--- config.mk ---
export PLATFORM = sky130hd
export DESIGN_NAME = tia_playfield_hsync
export DESIGN_NICKNAME = d
export VERILOG_FILES = /design/src/rtl/tia_playfield_hsync.sv
export SDC_FILE = /design/constraint.sdc
export NUM_CORES = 1
export LEC_CHECK = 0
export ABC_AREA = 1
export CORE_MARGIN = 3
export CORE_UTILIZATION = 41
export DETAILED_ROUTE_END_ITERATION = 8
export PLACE_DENSITY_LB_ADDON = 0.15
export SKIP_CTS_REPAIR_TIMING = 1
export SYNTH_ARGS = -nofsm -noshare
export SYNTH_HDL_FRONTEND = slang
export SYNTH_SLANG_ARGS = --single-unit
--- constraint.sdc ---
create_clock -name clkp -period 3.9 [get_ports clkp]
set_input_delay 0.975 -clock clkp [delete_from_list [all_inputs] [get_ports clkp]]
set_output_delay 0.975 -clock clkp [all_outputs]
set_load 0.05 [all_outputs]
--- src/rtl/tia_playfield_hsync.sv ---
// Horizontal line counter, sync/blank timing, WSYNC/RSYNC handshake and playfield serializer.
// Decoded outputs are combinational from registered state; register writes show on pf one clock later.
module tia_playfield_hsync #(
  parameter logic [7:0] LINE_LEN    = 8'd228,
  parameter logic [7:0] HBLANK_END  = 8'd68,
  parameter logic [7:0] HSYNC_START = 8'd20,
  parameter logic [7:0] HSYNC_END   = 8'd36
) (
  input  logic       clkp,
  input  logic       reset,
  input  logic [7:0] d,
  input  logic       pf0ci,
  input  logic       pf1ci,
  input  logic       pf2ci,
  input  logic       ctrlpfci,
  input  logic       wsync,
  input  logic       rsync,
  output logic [7:0] hcount,
  output logic       pf,
  output logic       blank,
  output logic       cntd,
  output logic       hsync,
  output logic       score_bar,
  output logic       pfp_bar,
  output logic       rdy
);

  logic [3:0]  pf0_q;
  logic [7:0]  pf1_q;
  logic [7:0]  pf2_q;
  logic        ref_q;
  logic        score_q;
  logic        pfp_q;
  logic        line_wrap;
  logic [7:0]  x;
  logic [7:0]  x_half;
  logic        right;
  logic [4:0]  bit_i;
  logic [4:0]  bit_sel;
  logic [31:0] pf_bits;

  assign line_wrap = (hcount == LINE_LEN - 8'd1);

  always_ff @(posedge clkp or posedge reset) begin
    if (reset) begin
      hcount <= 8'd0;
    end else if (rsync || line_wrap) begin
      hcount <= 8'd0;
    end else begin
      hcount <= hcount + 8'd1;
    end
  end

  // WSYNC only arms from the running state, so a strobe on the wrap edge holds the CPU a full line.
  always_ff @(posedge clkp or posedge reset) begin
    if (reset) begin
      rdy <= 1'b1;
    end else if (wsync && rdy) begin
      rdy <= 1'b0;
    end else if (line_wrap || rsync) begin
      rdy <= 1'b1;
    end
  end

  always_ff @(posedge clkp or posedge reset) begin
    if (reset) begin
      pf0_q   <= 4'd0;
      pf1_q   <= 8'd0;
      pf2_q   <= 8'd0;
      ref_q   <= 1'b0;
      score_q <= 1'b0;
      pfp_q   <= 1'b0;
    end else begin
      if (pf0ci) pf0_q <= d[7:4];
      if (pf1ci) pf1_q <= d;
      if (pf2ci) pf2_q <= d;
      if (ctrlpfci) begin
        ref_q   <= d[0];
        score_q <= d[1];
        pfp_q   <= d[2];
      end
    end
  end

  // Playfield order across one half-line: PF0 d4..d7, PF1 d7..d0, PF2 d0..d7.
  always_comb begin
    pf_bits = '0;
    for (int k = 0; k < 4; k++) pf_bits[k] = pf0_q[k];
    for (int k = 0; k < 8; k++) begin
      pf_bits[4 + k]  = pf1_q[7 - k];
      pf_bits[12 + k] = pf2_q[k];
    end
  end

  assign blank   = (hcount < HBLANK_END);
  assign x       = hcount - HBLANK_END;
  assign right   = (x >= 8'd80);
  assign x_half  = right ? (x - 8'd80) : x;
  assign bit_i   = 5'(x_half >> 2);
  assign bit_sel = (right && ref_q) ? (5'd19 - bit_i) : bit_i;

  assign pf        = ~blank & pf_bits[bit_sel];
  assign cntd      = ~blank & right;
  assign hsync     = (hcount >= HSYNC_START) && (hcount < HSYNC_END);
  assign score_bar = ~score_q;
  assign pfp_bar   = ~pfp_q;

endmodule

## Word-level counts from Yosys, hierarchy flattened

Cells that the tools add are included.

| word-level totals | value |
|---|---|
| memory bits (read-only) | 0 |
| output and inout port bits | 15 |
| memories | 0 |
| bits in registers | 32 |
| input bits | 16 |
| latch bits | 0 |
| logic and storage cells | 35 |
| memory bits (writable) | 0 |

| operators by class | value |
|---|---|
| magnitude comparators | 5 |
| shift-type cells | 0 |
| bitwise logic cells | 5 |
| $mul | 0 |
| mux-type cells | 7 |
| add/sub/neg operators | 4 |
| eq/ne operators | 1 |
| div/mod/pow operators | 0 |
| reductions and logical operators | 5 |

Operators with widths:

| kind | number |
|---|---|
| adder 8 x 1 -> 8 bit, second input constant | 1 |
| equality test 8 bit, second input constant | 1 |
| >= comparator 8 x 5 -> 1 bit, second input constant | 1 |
| >= comparator 8 x 7 -> 1 bit, second input constant | 1 |
| < comparator 8 x 6 -> 1 bit, second input constant | 1 |
| < comparator 8 x 7 -> 1 bit, second input constant | 1 |
| 2-to-1 mux 8 bit | 1 |
| subtractor 8 x 7 -> 8 bit, second input constant | 1 |
| 2-to-1 mux 7 bit | 1 |
| subtractor 7 bit, second input constant | 1 |
| < comparator 5 x 6 -> 1 bit, second input constant | 1 |
| binary-select mux 1 bit (select 5 bit) | 1 |
| 2-to-1 mux 5 bit | 1 |
| subtractor 5 bit, first input constant | 1 |
| logical AND 1 bit | 3 |
| 2-to-1 mux 1 bit | 3 |
| inverter 1 bit | 3 |
| bitwise AND 1 bit | 2 |
| nonzero test 2 bit | 1 |
| logical OR 1 bit | 1 |

## Longest topological paths before layout

| logic depth | value |
|---|---|
| depth in word-level cells | 8 |
| gate-level depth with buffers | 23 |
| gate-level depth less buffers | 23 |

## Least setup slack after synthesis

OpenSTA, ideal clock, no wires.

| timing path | value |
|---|---|
| kind | reg2out |
| start point | register hcount[2] |
| end point | output pf |
| data arrival time | 3.522 ns |
| setup slack | -0.597 ns |
| stages on the path, launching flop included | 19 |
| data required time | 2.925 ns |
| path buffers | 0 |
| cell sequence | dfrtp_1 > inv_2 > ha_1 > inv_1 > nand2_1 > nand2_1 > ha_1 > nand2_2 > nand2_2 > nand2_4 > xnor2_1 > inv_1 > ha_1 > nand3_1 > inv_1 > xor2_1 > a21oi_1 > nand2_1 > nor2_1 |

| on the way | value |
|---|---|
| longest elaborated chain between the ends | 8 |
| elaborated cells between the ends (all ways) | 12 |
| those cells by class | add/sub: 3; order compare: 2; mux: 4; bitwise: 2; reduce/logical: 1 |

Ends and longest elaborated chain:

| element | RTL line | text |
|---|---|---|
| start: declaration | 18 | `output logic [7:0] hcount,` |
| start signal: assignment | 50 | `hcount <= hcount + 8'd1;` |
| subtractor 8 x 7 -> 8 bit | 96 | `assign x = hcount - HBLANK_END;` |
| subtractor 7 bit / >= comparator 8 x 7 -> 1 bit (equally long branches) | 98, 97 |  |
| 2-to-1 mux 7 bit | 98 | `assign x_half = right ? (x - 8'd80) : x;` |
| subtractor 5 bit | 100 | `assign bit_sel = (right && ref_q) ? (5'd19 - bit_i) : bit_i;` |
| 2-to-1 mux 5 bit | 100 |  |
| binary-select mux 1 bit (select 5 bit) | 102 | `assign pf = ~blank & pf_bits[bit_sel];` |
| 2-to-1 mux 1 bit (implied by the code) | 102 |  |
| bitwise AND 1 bit * | 102 |  |
| end: declaration | 19 | `output logic pf,` |

Every way passes the cells marked *; elsewhere a longest branch is shown, timed or not. The select of a mux whose other input is x is not followed.

## Final worst setup path

Same ends and word-level chain as after synthesis.

==> flow_results.xml <==
<?xml version="1.0" encoding="UTF-8"?>
<metrics>
  <group name="outcome">
    <metric name="result_of_the_run" unit="">completed</metric>
  </group>
  <group name="routing">
    <metric name="postRouteAntennaNets" unit="">0</metric>
    <metric name="drt_pre_antenna_iters" unit="">4</metric>
    <metric name="detailroute.via_count" unit="">1616</metric>
    <metric name="initialDrtViolationCount" unit="">103</metric>
    <metric name="post_drt_wl_per_cell" unit="um">12.8</metric>
    <metric name="post_route_drc_violation_count" unit="">0</metric>
    <metric name="avgViaCountPerCell" unit="">5.03</metric>
    <metric name="postRouteWirelength" unit="um">4120</metric>
  </group>
  <group name="run">
    <metric name="total_of_max_cap_violations" unit="">0</metric>
  </group>
  <group name="pwr">
    <metric name="clock_power_share" unit="%">34.0</metric>
    <metric name="power.switching_fraction" unit="%">29.1</metric>
    <metric name="leakagePower" unit="nW">1.19</metric>
    <metric name="power-per-cell-area" unit="mW/mm2">343</metric>
    <metric name="power_frac_comb" unit="%">24.2</metric>
    <metric name="power.sequential.fraction" unit="%">41.8</metric>
    <metric name="fin_total_pwr" unit="W">0.000913</metric>
    <metric name="total_switching_power" unit="W">0.000266</metric>
    <metric name="power.ir.vdd_worst" unit="mV">0.228</metric>
    <metric name="power.internal" unit="W">0.000647</metric>
  </group>
  <group name="global_route">
    <metric name="global_route_wire_length_before_repair" unit="um">6840</metric>
    <metric name="maximum_number_of_pins_on_one_net_before_global_route_repair" unit="">23</metric>
    <metric name="grt_pass1_vias" unit="">1453</metric>
    <metric name="combined_global_route_utilization_of_all_metal_layers" unit="%">16.2</metric>
    <metric name="number_of_antenna_violations_at_the_first_check_in_global_routing" unit="">0</metric>
    <metric name="grt_overflow_total" unit="">0</metric>
  </group>
  <group name="worst_setup_path">
    <metric name="critical_path.slowest_cell" unit="">sky130_fd_sc_hd__dfrtp_4</metric>
    <metric name="setup.worst_path.start_class" unit="">flop</metric>
    <metric name="critPathRequiredTime" unit="ps">2920</metric>
    <metric name="timing.rr.start" unit="">hcount[2]</metric>
    <metric name="crit_start" unit="">hcount[2]</metric>
    <metric name="critPathArrivalTime" unit="ps">2780</metric>
    <metric name="critical_path.top_delay_family" unit="">simple AND/OR/NAND/NOR gates</metric>
    <metric name="cp_slowest_stage_delay" unit="ps">520</metric>
    <metric name="critical_setup_path_class" unit="">flop to output port</metric>
    <metric name="critPathMostFrequentCell" unit="">sky130_fd_sc_hd__nand2_2</metric>
    <metric name="highest_net_fanout_along_the_worst_path" unit="">5</metric>
    <metric name="critical_path.cell_chain" unit="">inv_4 -&gt; ha_4 -&gt; inv_1 -&gt; nand2_2 -&gt; nand2_4 -&gt; ha_4 -&gt; nand2_2 -&gt; nand2_2 -&gt; nand2_4 -&gt; buf_8 -&gt; nand2_2 -&gt; nand2_2 -&gt; ha_4 -&gt; nand3_4 -&gt; inv_2 -&gt; nor2_2 -&gt; nor2_2 -&gt; nand3_1 -&gt; nand2_1 -&gt; inv_2 -&gt; nor2_4 -&gt; buf_12</metric>
    <metric name="cp.buffers_inverters" unit="">6</metric>
    <metric name="worst_setup_path_end_kind" unit="">output port</metric>
  </group>
  <group name="layout">
    <metric name="commonest_cells_after_routing_fill_and_taps_aside" unit="">sky130_fd_sc_hd__nand2_1, sky130_fd_sc_hd__dfrtp_1, sky130_fd_sc_hd__clkdlybuf4s50_1</metric>
    <metric name="final_common_cell" unit="">sky130_fd_sc_hd__nand2_1</metric>
    <metric name="final_cells" unit="">321</metric>
    <metric name="drive_above_1_share" unit="%">32.7</metric>
    <metric name="diodes" unit="">0</metric>
    <metric name="multiInputGateArea" unit="mm2">0.00117</metric>
    <metric name="final_nets" unit="">293</metric>
    <metric name="layout-area-overhead-vs-synth" unit="%">37.8</metric>
    <metric name="sequential_cell_area" unit="um2">808</metric>
    <metric name="filler_cell_count" unit="">397</metric>
    <metric name="finish.utilization" unit="%">60.0</metric>
  </group>
  <group name="placed_design">
    <metric name="post-dp-hpwl" unit="um">2960</metric>
    <metric name="pre_cts_ws" unit="ps">139</metric>
    <metric name="gp_routability_congestion" unit="">0.874</metric>
    <metric name="number_of_i_o_port_buffers" unit="">30</metric>
    <metric name="numPlacedInstances" unit="">306</metric>
  </group>
  <group name="yosys">
    <metric name="yosysUniqueCellTypes" unit="">25</metric>
    <metric name="seq_total_area_yosys" unit="%">41.5</metric>
    <metric name="synth-seq-cells" unit="">32</metric>
    <metric name="syn-num-nets" unit="">249</metric>
    <metric name="synth_cell_area" unit="mm2">0.00193</metric>
    <metric name="postSynthCellCount" unit="">224</metric>
    <metric name="syn_avg_cell_area" unit="um2">8.64</metric>
    <metric name="synth-warning-count" unit="">0</metric>
  </group>
  <group name="floorplan">
    <metric name="fp.dieArea" unit="mm2">0.00558</metric>
    <metric name="die_h" unit="um">74.7</metric>
    <metric name="io-pin-count" unit="">31</metric>
    <metric name="core_area" unit="mm2">0.00444</metric>
    <metric name="die_w" unit="um">74.7</metric>
    <metric name="cell_rows" unit="">24</metric>
    <metric name="initial_utilization" unit="%">43.5</metric>
  </group>
  <group name="clock_tree">
    <metric name="ctsRootBufferMaster" unit="">sky130_fd_sc_hd__clkbuf_8</metric>
    <metric name="clk_transition_reported_paths" unit="ps">70</metric>
    <metric name="ctsLongestPathBuffers" unit="">2</metric>
    <metric name="worst_skew_pair_later_pin_latency" unit="ps">280</metric>
    <metric name="tritoncts" unit="">built</metric>
    <metric name="cts_inserted_buffers" unit="">5</metric>
    <metric name="tritoncts_num_sinks" unit="">32</metric>
    <metric name="maximum_level_of_the_cts_h_tree" unit="">2</metric>
  </group>
  <group name="timing">
    <metric name="max_freq" unit="MHz">266</metric>
    <metric name="rsz0062_at_grt" unit="">yes</metric>
    <metric name="drv_slew" unit="">0</metric>
    <metric name="period_needed" unit="ps">3760</metric>
    <metric name="post-route-worst-setup-slack" unit="ps">141</metric>
    <metric name="slew-limit-headroom" unit="%">44.8</metric>
    <metric name="number_of_hold_slack_violations_in_the_final_timing_report" unit="">0</metric>
    <metric name="setup-violations-final" unit="">0</metric>
    <metric name="finalClockSkew" unit="ps">1.85</metric>
    <metric name="layout_worst_path_cycle_share" unit="%">96.4</metric>
    <metric name="tightest_slew" unit="ps">826</metric>
  </group>
  <group name="worst_hold_path">
    <metric name="hp-start" unit="">hcount[0]</metric>
    <metric name="worstHoldPathType" unit="">flop to flop</metric>
  </group>
</metrics>
==> through the flow <==
stage | hold slack [ps] | cell area, um2 | TNS, ps
after global routing | 515 | 2670 | -53.9
after floorplan | 481 | 1950 | 0
after CTS | 487 | 2430 | -195
after global placement | 481 | 2330 | 0
after detailed placement | 478 | 2330 | 0
final | 480 | 2670 | 0
==> area by class of cell <==
| class | instances | share of cell area [%] |
|---|---|---|
| clock buffers | 6 | 2.72 |
| clock inverters | 2 | 1.31 |
| inverters | 27 | 3.99 |
| multi-input cells | 161 | 44.0 |
| flip-flops and latches | 32 | 30.3 |
| well taps | 52 | 2.44 |
| repair buffers | 41 | 15.2 |
==> metal layers <==
layer  wire, um  up-vias  global-route usage [%]
li1           -      814                       -
met1       2050      769                    24.0
met2       1850       27                    22.7
met3        163        6                    4.41
met4         60        0                    5.34
met5          0        -                       0
==> logic make-up (layout without fill, tap and decap cells) <==
group / Yosys count / count (layout) / synth area share, %
AOI/OAI and AO/OA: 16 / 16 / 4.33
xor gates and xnor gates: 7 / 7 / 3.56
adders and majority gates: 9 / 9 / 5.82
buffers and inverters: 31 / 76 / 6.40
DFF: 32 / 32 / 41.5
muxes: 21 / 21 / 12.2
and+or+nand+nor: 108 / 108 / 26.2
==> synthesized netlist by cell type <==
library cell | count | area [um2]
sky130_fd_sc_hd__dfrtp_1 | 31 | 776
sky130_fd_sc_hd__buf_6 | 1 | 11.3
sky130_fd_sc_hd__a21oi_1 | 8 | 40.0
sky130_fd_sc_hd__dfstp_2 | 1 | 26.3
sky130_fd_sc_hd__nor3_1 | 1 | 5.00
sky130_fd_sc_hd__nand2_1 | 47 | 176
sky130_fd_sc_hd__o21a_1 | 1 | 7.51
sky130_fd_sc_hd__o21ai_0 | 6 | 30.0
sky130_fd_sc_hd__ha_1 | 9 | 113
sky130_fd_sc_hd__clkbuf_1 | 3 | 11.3
sky130_fd_sc_hd__mux2_2 | 21 | 236
sky130_fd_sc_hd__xor2_2 | 1 | 16.3
sky130_fd_sc_hd__nand2_4 | 2 | 22.5
sky130_fd_sc_hd__nor4_1 | 1 | 6.26
sky130_fd_sc_hd__nand3_2 | 1 | 10.0
sky130_fd_sc_hd__a31oi_1 | 1 | 6.26
sky130_fd_sc_hd__xor2_1 | 4 | 35.0
sky130_fd_sc_hd__inv_1 | 25 | 93.8
sky130_fd_sc_hd__nor2_4 | 1 | 11.3
sky130_fd_sc_hd__nand3_1 | 28 | 140
sky130_fd_sc_hd__xnor2_1 | 2 | 17.5
sky130_fd_sc_hd__inv_2 | 2 | 7.51
sky130_fd_sc_hd__nor2_1 | 18 | 67.6
sky130_fd_sc_hd__nand3_4 | 1 | 17.5
sky130_fd_sc_hd__nand2_2 | 8 | 50.1
==> path summary, 6_finish.rpt <==
kind | cells past startpoint | slack, ps | endpoint
min in group asynchronous | 2 | 1150 | score_q
max in group asynchronous | 3 | 2080 | pf0_q[0]
worst min-delay path | 1 | 480 | hcount[0]
worst max register to register | 9 | 2160 | hcount[7]
worst max-delay path | 22 | 140 | pf
worst min register to register | 1 | 480 | hcount[0]
==> flip-flops by register name, indices dropped and copies added, names as in the netlist <==
register	cells
score_q	1
pfp_q	1
ref_q	1
pf0_q	4
pf1_q	8
hcount	8
pf2_q	8
rdy	1
==> power by group through the flow <==
stage                     Clock (W)  Combinational (W)  Sequential, W
after floorplan                   0           0.000119       0.000396
after global placement            0           0.000188       0.000387
after detailed placement          0           0.000189       0.000388
after CTS                  0.000319           0.000189       0.000382
after global routing       0.000331           0.000243       0.000386
final                      0.000311           0.000221       0.000382
Power figures use the tool's default switching activity.
